[config.mk]
export PLATFORM = sky130hd
export DESIGN_NAME = sync_fifo_buffer
export DESIGN_NICKNAME = d
export VERILOG_FILES = /design/src/rtl/sync_fifo_buffer.sv
export SDC_FILE = /design/constraint.sdc
export NUM_CORES = 1
export LEC_CHECK = 0
export CORE_MARGIN = 5
export CORE_UTILIZATION = 40
export CTS_CLUSTER_SIZE = 24
export DETAILED_ROUTE_END_ITERATION = 7
export GPL_TIMING_DRIVEN = 0
export PLACE_DENSITY = 0.65
export SKIP_LAST_GASP = 1
export SYNTH_ARGS = -nofsm -noshare
export SYNTH_HDL_FRONTEND = slang
export SYNTH_SLANG_ARGS = --single-unit
[constraint.sdc]
create_clock -name clock -period 6.9 [get_ports clock]
set_clock_uncertainty 0.2 [all_clocks]
set_input_delay 0.69 -clock clock [delete_from_list [all_inputs] [get_ports clock]]
set_output_delay 0.69 -clock clock [all_outputs]
set_load 0.02 [all_outputs]
[src/rtl/sync_fifo_buffer.sv]
// Single-clock FIFO with a registered pop output that is zero on every cycle without a pop.
// A push and a pop in the same cycle occur together only when both succeed.
module sync_fifo_buffer #(
  parameter int unsigned width                = 8,
  parameter int unsigned length_as_power_of_2 = 4
) (
  input  logic             clock,
  input  logic             resetn,
  input  logic [width-1:0] data_in,
  input  logic             read_enable,
  input  logic             write_enable,
  output logic [width-1:0] data_out,
  output logic             full,
  output logic             empty
);

  localparam int unsigned Aw    = length_as_power_of_2;
  localparam int unsigned Depth = 2 ** length_as_power_of_2;

  logic [width-1:0] mem_q [Depth];
  logic [Aw-1:0]    head_q, head_d;
  logic [Aw-1:0]    tail_q, tail_d;
  logic [Aw:0]      count_q, count_d;
  logic [width-1:0] data_out_q, data_out_d;

  logic push_ok, pop_ok, do_push, do_pop;

  assign full     = (count_q == (Aw+1)'(Depth));
  assign empty    = (count_q == '0);
  assign data_out = data_out_q;

  assign push_ok = read_enable & ~full;
  assign pop_ok  = write_enable & ~empty;

  // With both requests raised, a failure of either side cancels the whole transaction.
  always_comb begin
    do_push = push_ok;
    do_pop  = pop_ok;
    if (read_enable && write_enable) begin
      do_push = push_ok & pop_ok;
      do_pop  = push_ok & pop_ok;
    end
  end

  always_comb begin
    head_d     = head_q;
    tail_d     = tail_q;
    count_d    = count_q;
    data_out_d = '0;
    if (do_pop) begin
      data_out_d = mem_q[head_q];
      head_d     = head_q + Aw'(1);
    end
    if (do_push) begin
      tail_d = tail_q + Aw'(1);
    end
    unique case ({do_push, do_pop})
      2'b10:   count_d = count_q + (Aw+1)'(1);
      2'b01:   count_d = count_q - (Aw+1)'(1);
      default: count_d = count_q;
    endcase
  end

  always_ff @(posedge clock) begin
    if (!resetn) begin
      head_q     <= '0;
      tail_q     <= '0;
      count_q    <= '0;
      data_out_q <= '0;
    end else begin
      head_q     <= head_d;
      tail_q     <= tail_d;
      count_q    <= count_d;
      data_out_q <= data_out_d;
    end
  end

  // Storage needs no reset; only occupancy decides what is readable.
  always_ff @(posedge clock) begin
    if (resetn && do_push) begin
      mem_q[tail_q] <= data_in;
    end
  end

endmodule

### Word-level counts from Yosys, hierarchy flattened

Memories as Yosys holds them, arrays and structs flattened. A register that Yosys moved wholly into a read port is not among the register bits.
Cells that the tools add are included.

* register bits after elaboration: 13
* input port bits: 12
* output and inout bits: 10
* memories: 1
* memory bits (writable): 128
* logic and storage cells: 27

Memory list
* mem_q: words 16, bits a word 8, read ports 1, clocked after Yosys merged registers in 1, write ports 1, RTL line 20 `logic [width-1:0] mem_q [Depth];`

* add/sub/neg operators: 4
* bitwise operators: 5
* reduce and logical (&&, ||, !) cells: 6
* equality and inequality tests: 3
* multiplexer cells: 5

Operators by type and width (number)
* 5-bit one-hot mux with 2 select lines: 1
* 4-bit by 1-bit adder with 4-bit output (second input constant): 2
* 5-bit by 1-bit adder with 5-bit output (second input constant): 1
* 5-bit == test (second input constant): 1
* 5-bit zero test: 1
* 5-bit by 1-bit subtractor with 5-bit output (second input constant): 1
* 1-bit 2-to-1 mux: 4
* 1-bit bitwise AND: 3
* 2-bit by 1-bit == test with 1-bit output (second input constant): 1
* 2-bit == test (second input constant): 1
* 1-bit logical AND: 2
* 1-bit NOT: 2
* 2-bit AND reduction: 1
* 2-bit nonzero test: 1
* 1-bit zero test: 1

### Logic depth before layout (Yosys ltp)

Gate-level depths: netlist of run 1.

* word-level depth: 8
* depth in mapped cells: 11
* gate-level depth less buffers: 10

### Worst setup path before layout of run 1

OpenSTA, ideal clock, no wires.

* kind: register -> register
* start: register count_q[0]
* end: register count_q[4]
* buffers on the path: 1
* path slack: 3991 ps
* arrival time: 2637 ps
* cell stages (with the launch flop): 12
* library setup time: 72 ps
* required time: 6628 ps
* cells stage by stage: dfxtp_1 > or4_1 > buf_6 > o21a_4 > clkinv_4 > ha_1 > inv_1 > fa_1 > nand2b_1 > a21oi_1 > mux2i_1 > mux2i_1

* cells in the longest elaborated chain, start to end: 7
* elaborated cells between the ends (all ways): 15

RTL lines
* start: declaration: RTL line 23 `logic [Aw:0] count_q, count_d;`
* start signal: assignment: RTL line 73 `count_q <= count_d;`
* 5-bit == test / 5-bit zero test (equally long branches): RTL line 28, 29
* 1-bit NOT (on tied branches): RTL line 32, 33
* 1-bit bitwise AND (on tied branches): RTL line 32, 33
* 1-bit bitwise AND: RTL line 40, 41
* 1-bit 2-to-1 mux: RTL line 39 `if (read_enable && write_enable) begin`
* 2-bit by 1-bit == test with 1-bit output / 2-bit == test (equally long branches): RTL line 57 `unique case ({do_push, do_pop})`
* 5-bit one-hot mux with 2 select lines / 2-bit nonzero test (equally long branches)

Parallel ways exist; a longest one is shown, timed or not.
A chain may end at the register's enable or synchronous reset.

### Worst setup path after layout of run 1

Ends and elaborated chain as after synthesis.

==> summary by stage, run 1 <==
Routing
The number of search-and-repair iterations in the first detailed-routing pass is 4. Across all layers, the routed design uses 2,952 vias. The detail route stage leaves a number of antenna-violating nets equal to 0. The vias per cell is about 5.3. In the routed design, unresolved DRC markers number 0.

The detailed router finished its first iteration with 238 violations. The detailed-route wire length per cell is 20.4 um. The routed design has 11,300 um of wire.

Power and ir drop
The final total power is roughly 2.4 mW. The leakage power of the design is 2.24 nW. VDD sags by at most 0.192 mV. The power density over cell area is 342 mW/mm2.

Worst setup path
The depth of the worst register-to-register path is 11. The critical path is of the reg2reg type. The origin of the critical flop-to-flop path is count_q[0].

Across all register-to-register paths, the minimum setup slack is 3.73 ns. In this run the worst path has a maximum fanout of 7. STA puts the critical path data required time at 7.05 ns.

The sort of element at the end of the critical path is a flip-flop. The worst setup path is launched from a flip-flop. Data arrives at the worst endpoint at around 3.3 ns. The endpoint identified for the worst register-to-register timing path is count_q[4].

CTS
The H-tree was split into 4 levels. The number of setup buffers added after CTS is 0. After clock tree synthesis, the flow added hold-fix buffers numbering 0.

The clock reaches the later pin of the worst-skew pair after around 0.42 ns. The clock tree from TritonCTS is built. The clock-pin slew on the worst setup and hold paths is 0.06 ns. The number of resized instances in the post-cts repair step is 0.

Clock tree synthesis found a total of 149 sinks. The total clock buffers created by CTS is 17. The clock root buffer is sky130_fd_sc_hd__clkbuf_16.

The deepest clock path buffer count is 2.

Timing
The final total negative setup slack is 0 ns. The final critical path time including I/O delays and setup is 3.17 ns. Setup violations remaining at the end of the flow were counted as 0.

For the pin with the worst max-slew slack, the measured transition is around 0.91 ns. The maximum achievable frequency is 315 MHz. The fraction of the cycle the final worst path needs is 0.460. The final-report hold violation count is 0. Headroom to the max-slew limit came out at 0.394. Setup repair after global routing left no endpoint under its margin. The count of pins over their slew limit is 0.

Floorplanning
The number of placement rows is 44. The floorplan step defined a die boundary enclosing roughly 0.017 mm2. The core region is between 0.01 and 0.015 mm2. The die height is 132 um. In this run the count of I/O pins placed on the die edge is 22. Measured along the x axis, the die boundary spans 132 um. The initial utilization of the core area, before any placement, comes to 0.409.

Layout
The area of all placed cells without fillers is 0.00699 mm2. The fraction of final layout cells with drive strength greater than 1 is 0.212. The end-of-flow core utilization is 0.481. 0 antenna diodes ended up in the layout.

The area growth from synthesis to layout is 17.7%. The net count of the finished layout is 381. The number of standard cells in the final layout excluding fillers is 556. The number of fill cells in the layout is 1,215.

Synth
The gate count of the mapped netlist is 319. The synthesized area per cell is between 15 and 20 um2. The number of synthesized flops with an enable pin is 128. The Yosys step of the flow raised 0 warnings. Synthesis inferred 149 register bits. The total standard cell area after synthesis is 0.00594 mm2.

The register area share after synthesis is 0.718. The commonest register cell after synthesis is sky130_fd_sc_hd__edfxtp_1. The number of different library cells used by synthesis comes to 39. The synthesized netlist net count is approximately 340.

The proportion of synthesized flip-flops having asynchronous set or reset is 0.

Min path
The startpoint of the worst hold path is count_q[4]. The endpoint with the worst hold slack is count_q[4]. The worst hold-check path type is reg2reg. The worst hold path was traced through 2 stages.

Place
The congestion estimate from routability-driven global placement came to between 0.7 and 0.8. After legalization and detailed placement, the total HPWL measured around 7300 um. The post-placement cell count is 524. The cell area reported after detailed placement is roughly 0.0064 mm2.

The count of buffers from port buffering is 21.

GRT
The total overflow left after global routing is 0. The initial antenna violation count is 0. The pin count of the biggest net entering global routing is 17.

The number of global-route vias before repair is 3,105. Across every metal layer, demand over resource in global routing totals 0.140. The global-route wire length before repair is 18,000 um.

Job
Across the run, the number of max-cap violations was 0.

Outcome
The run finished with clean final reports.
[synth_stat cells (3+ instances only)]
cell	n	area, um2
sky130_fd_sc_hd__inv_1	7	26.3
sky130_fd_sc_hd__and2_1	7	43.8
sky130_fd_sc_hd__nand2b_1	3	18.8
sky130_fd_sc_hd__xnor2_1	5	43.8
sky130_fd_sc_hd__clkbuf_1	7	26.3
sky130_fd_sc_hd__nand3_1	6	30.0
sky130_fd_sc_hd__mux2i_1	19	190
sky130_fd_sc_hd__nor2_1	19	71.3
sky130_fd_sc_hd__nand2_1	7	26.3
sky130_fd_sc_hd__edfxtp_1	128	3840
sky130_fd_sc_hd__o22ai_1	8	50.1
sky130_fd_sc_hd__o21ai_0	3	15.0
sky130_fd_sc_hd__dfxtp_1	21	420
sky130_fd_sc_hd__buf_2	7	35.0
sky130_fd_sc_hd__mux4_2	32	721
sky130_fd_sc_hd__ha_1	9	113
sky130_fd_sc_hd__nor3_1	5	25.0
[kinds of logic after synthesis]
| kind of cell | after synthesis | share of synthesized area |
|---|---|---|
| multiplexers | 51 | 0.153 |
| AND/OR/NAND/NOR | 54 | 0.0457 |
| adder cells (fa/ha/maj) | 10 | 0.0223 |
| AO/OA/AOI/OAI | 24 | 0.0312 |
| buffers and inverters | 25 | 0.0206 |
| flip-flops | 149 | 0.718 |
| XOR/XNOR | 6 | 0.00885 |
[cell type report]
cell class              count  area, um2  share of cell area
clock inverters            13        155              0.0222
multi-input cells         145       1570               0.225
repair buffers             21        210              0.0301
plain buffers              17       87.6              0.0125
inverters                   8       35.0             0.00501
well taps                 184        230              0.0329
flip-flops and latches    149       4260               0.610
clock buffers              19        433              0.0620
[critical path, stage by stage, from the launching register on]
cell,delay (ns)
sky130_fd_sc_hd__dfxtp_1,0.34
sky130_fd_sc_hd__or4_1,0.57
sky130_fd_sc_hd__buf_6,0.17
sky130_fd_sc_hd__o21a_4,0.25
sky130_fd_sc_hd__clkinv_4,0.06
sky130_fd_sc_hd__ha_1,0.24
sky130_fd_sc_hd__inv_1,0.10
sky130_fd_sc_hd__fa_1,0.41
sky130_fd_sc_hd__nand2b_1,0.16
sky130_fd_sc_hd__a21oi_1,0.15
sky130_fd_sc_hd__mux2i_1,0.25
sky130_fd_sc_hd__mux2i_1,0.19
[registers in the layout (all words and copies together) (netlist names)]
register and flops:
count_q 5, data_out 8, head_q 4, mem_q 128, tail_q 4
[report_power, final]
part           switching (mW)  total, mW  internal, mW
sequential             0.0218       1.04          1.02
combinational           0.233      0.431         0.198
clock                   0.348      0.914         0.567
[cells in the final DEF, fill, tap and decap left out, types with 2 or more instances in the layout]
master and instances:
sky130_fd_sc_hd__ha_1 9, sky130_fd_sc_hd__inv_1 7, sky130_fd_sc_hd__buf_6 2, sky130_fd_sc_hd__nand3_1 6
sky130_fd_sc_hd__o21a_1 2, sky130_fd_sc_hd__o22ai_1 8, sky130_fd_sc_hd__clkinv_2 3, sky130_fd_sc_hd__nor2_1 19
sky130_fd_sc_hd__nor3_2 4, sky130_fd_sc_hd__mux2i_1 19, sky130_fd_sc_hd__nand2_1 7, sky130_fd_sc_hd__o21ai_0 3
sky130_fd_sc_hd__and2_1 7, sky130_fd_sc_hd__o211ai_1 2, sky130_fd_sc_hd__edfxtp_1 128, sky130_fd_sc_hd__a21oi_1 2
sky130_fd_sc_hd__nand2b_1 3, sky130_fd_sc_hd__inv_6 2, sky130_fd_sc_hd__dfxtp_1 21, sky130_fd_sc_hd__clkinv_4 3
sky130_fd_sc_hd__mux4_2 32, sky130_fd_sc_hd__buf_2 7, sky130_fd_sc_hd__bufinv_16 3, sky130_fd_sc_hd__clkinv_1 2
sky130_fd_sc_hd__clkdlybuf4s50_1 21, sky130_fd_sc_hd__xnor2_1 5, sky130_fd_sc_hd__clkbuf_1 9, sky130_fd_sc_hd__clkbuf_16 17
[through the flow]
stage	setup WS (ns)	hold WS [ns]
floorplan	3.99	0.273
global placement	3.17	0.293
detailed placement	3.39	0.309
CTS	3.70	0.317
global route	3.58	0.351
finish	3.73	0.307
[per-layer routing]
metal / track usage / vias up / part of all wire
met5: 0 / - / 0
met4: 0.0514 / 0 / 0.013
met3: 0.0378 / 10 / 0.041
met2: 0.229 / 56 / 0.51
met1: 0.180 / 1541 / 0.44
li1: - / 1345 / -
[how the worst max path moves through the flow]
| stage | to | slack, ns | from |
|---|---|---|---|
| floorplan | count_q[4] | 3.99 | count_q[0] |
| global placement | mem_q[2][4] | 3.17 | resetn |
| detailed placement | count_q[4] | 3.39 | write_enable |
| CTS | count_q[4] | 3.70 | count_q[0] |
| global route | count_q[4] | 3.58 | count_q[0] |
| finish | count_q[4] | 3.73 | count_q[0] |
Power figures use the tool's default switching activity.
==> run 2, diff against run 1 <==
Settings changed: PLACE_DENSITY 0.65 to 0.67.
Clock period 6.9 ns to 2.8 ns, I/O delays scaled along.
==> run 2 against run 1 <==
Compared with the run above:
- the run now ends with negative setup slack left
- via count up 1.3%
- register-to-register slack worse by 3.7 ns
- utilization up 0.48 points
- sequential power up 150%
- final cell count up 1.4%
==> summary by stage, run 2 (synthesis results as in run 1) <==
Place
The post-placement cell count is 524 (unchanged). The final weighted congestion of routability-driven global placement is 0.753 (was 0.780). The placed wire-length estimate after detailed placement is 7160 um (was 7280 um). The count of buffers from port buffering is 21 (unchanged).

Layout
The number of flip-flops under the largest register name came to 128 (unchanged). The multi-input logic area is 0.00163 mm2 (was 0.00157 mm2). The number of fill cells in the layout is 1,190 (was 1,215). The fraction of final layout cells with drive strength greater than 1 is 0.263 (was 0.212).

The number of nets in the final layout is 389 (was 381). The diode insertion count for antenna repair is 0 (unchanged). The area growth from synthesis to layout came to 18.8% (was 17.7%). Leading cell types in the layout, fill and taps excluded: 128 x sky130_fd_sc_hd__edfxtp_1, 32 x sky130_fd_sc_hd__mux4_2, 21 x sky130_fd_sc_hd__clkdlybuf4s50_1 (was 128 x sky130_fd_sc_hd__edfxtp_1, 32 x sky130_fd_sc_hd__mux4_2, 21 x sky130_fd_sc_hd__dfxtp_1, 21 x sky130_fd_sc_hd__clkdlybuf4s50_1).

The register ranked first by flip-flop count is mem_q (unchanged). The register cell area after layout is 0.00427 mm2 (was 0.00426 mm2). The leading cell type in the layout, fill and taps excluded is sky130_fd_sc_hd__edfxtp_1 (unchanged).

The end-of-flow core utilization is 0.486 (was 0.481). The number of standard cells in the final layout excluding fillers is 564 (was 556).

Power and ir drop
The net switching power is 1.57 mW (was 0.602 mW). The internal power consumption was 4.33 mW (was 1.79 mW). The combinational group share of total power is 0.207 (was 0.180).

The register share of total power came to 0.438 (was 0.437). The leakage power of the design is 2.26 nW (was 2.24 nW). The clock group share of total power is 0.355 (was 0.383). The power density over cell area is 835 mW/mm2 (was 342 mW/mm2). The switching portion of total power was 0.266 (was 0.252).

The peak supply drop is 0.482 mV (was 0.192 mV).

GRT
The number of global-route vias before repair came to 3,205 (was 3,105). The initial antenna violation count was 0 (unchanged). The global-route wire length before repair was 18,300 um (was 18,000 um). The overall overflow remaining after global route came to 0 (unchanged). The overall fraction of global-route tracks in use is 0.141 (was 0.140).

The pin count of the biggest net entering global routing is 17 (unchanged).

Routing
The post-route DRC violation count is 0 (unchanged). The detailed-route via count is 2,990 (was 2,952). The number of search-and-repair iterations in the first detailed-routing pass is 5 (was 4). The detailed-route wire length per cell came to 20.7 um (was 20.4 um). The iteration-0 DRC count of the detailed router is 227 (was 238). The remaining antenna violation count after routing is 0 (unchanged). The vias per cell is 5.30 (was 5.31).

The total length of routed wires was 11,700 um (was 11,300 um).

Floorplanning
The die outline area is 0.0174 mm2 (unchanged). The core footprint was 0.0145 mm2 (unchanged). The die outline width was 132 um (unchanged). The starting density of the core is 0.409 (unchanged). The die height was 132 um (unchanged). The number of placement rows is 44 (unchanged).

The number of top-level design ports is 22 (unchanged).

Worst setup path
The data required time at the worst endpoint is 2.94 ns (was 7.05 ns). The arrival time reported for the critical path endpoint is 2.94 ns (was 3.32 ns). The sort of element at the end of the critical path is a flip-flop (unchanged). The worst setup slack for register-to-register paths is -0.0005 ns (was 3.73 ns).

The highest fanout seen on the critical path is 4 (was 7). The startpoint type of the worst setup path is a flip-flop (unchanged). The worst setup path category is reg2reg (unchanged).

CTS
The total clock buffers created by CTS is 17 (unchanged). The number of buffers added to fix hold violations after cts was 0 (unchanged). The clock tree from TritonCTS is built (unchanged). The clock root buffer is sky130_fd_sc_hd__clkbuf_16 (unchanged). The clock-pin slew on the worst setup and hold paths is 0.06 ns (about the same). The number of clock sinks was 149 (unchanged).

The deepest clock path buffer count is 2 (unchanged). The H-tree depth is 4 (unchanged). The clock network latency to the later pin of the worst-skew pair is 0.41 ns (was 0.42 ns).

Timing
The worst relative slew slack is 0.339 (was 0.394). The fraction of the cycle the final worst path needs is 1.00 (was 0.460). The final-report hold violation count is 0 (unchanged). RSZ-0062 raised after global routing: yes (was no). The final critical path time including I/O delays and setup came to 2.80 ns (was 3.17 ns). The final total negative setup slack was -0.000457 ns (was 0 ns).

The final setup violation count is 1 (was 0). The actual transition at the worst max-transition pin was 0.987 ns (was 0.905 ns). The maximum achievable frequency was 357 MHz (was 315 MHz).

The final worst slack is -0.000457 ns (was 3.73 ns). The count of pins over their slew limit came to 0 (unchanged).

Job
The number of max-capacitance violations reported is 0 (unchanged).

Outcome
The final reports fail on negative setup slack. Run status: finished with violations (was complete, no violations).

Min path
The worst hold-check path type is reg2reg (unchanged).
-- run 2: layout make-up --
type / instances / share of cell area
Timing Repair Buffer: 30 / 0.0394
Sequential cell: 149 / 0.605
Tap cell: 184 / 0.0326
Buffer: 16 / 0.0108
Multi-Input combinational cell: 145 / 0.231
Clock buffer: 19 / 0.0613
Inverter: 8 / 0.00496
Clock inverter: 13 / 0.0152
-- run 2: worst paths after layout --
kind,from,end,depth (start not counted)
max reg2reg,count_q[1],count_q[4],10
min,count_q[4],count_q[4],2
max,count_q[1],count_q[4],10
min reg2reg,count_q[4],count_q[4],2
-- run 2: timing repair --
action / 4_1_cts / 5_1_grt
buffers inserted: 4 / 5
endpoints found under the setup margin: 2 / 10
pin swaps: 3 / 5
gates resized for setup: 4 / 8
-- run 2: metrics by stage --
step / total power, mW / setup slack [ns] / cell area, um2 / hold slack, ns
2_1_floorplan: 3.38 / 0.0396 / 5960 / 0.179
3_3_place_gp: 3.68 / -0.467 / 6400 / 0.293
3_5_place_dp: 3.71 / -0.402 / 6410 / 0.304
4_1_cts: 5.85 / 0.0139 / 6980 / 0.311
5_1_grt: 6.14 / -0.0949 / 7060 / 0.343
6_report: 5.90 / -0.000457 / 7060 / 0.310
-- run 2: worst max-delay path, stage by stage (launching register included) --
cell and delay (ns):
sky130_fd_sc_hd__dfxtp_2 0.33, sky130_fd_sc_hd__or4_4 0.58, sky130_fd_sc_hd__o21a_4 0.25, sky130_fd_sc_hd__clkinv_4 0.06, sky130_fd_sc_hd__ha_4 0.15, sky130_fd_sc_hd__inv_2 0.05
sky130_fd_sc_hd__fa_2 0.36, sky130_fd_sc_hd__nand2b_4 0.16, sky130_fd_sc_hd__a21oi_4 0.13, sky130_fd_sc_hd__mux2i_2 0.25, sky130_fd_sc_hd__mux2i_1 0.20
-- run 2: power groups by stage --
| stage | logic, mW | clock network (mW) | registers (mW) |
|---|---|---|---|
| finish | 1.22 | 2.09 | 2.58 |
| global route | 1.33 | 2.22 | 2.59 |
| CTS | 1.14 | 2.13 | 2.58 |
| detailed placement | 1.09 | 0 | 2.62 |
| global placement | 1.07 | 0 | 2.61 |
| floorplan | 0.750 | 0 | 2.63 |
-- run 2: routing by layer --
layer  GRT usage  routed length, um
met1       0.180               4920
met2       0.232               6020
met3      0.0382                616
met4      0.0543                138
met5           0                  0
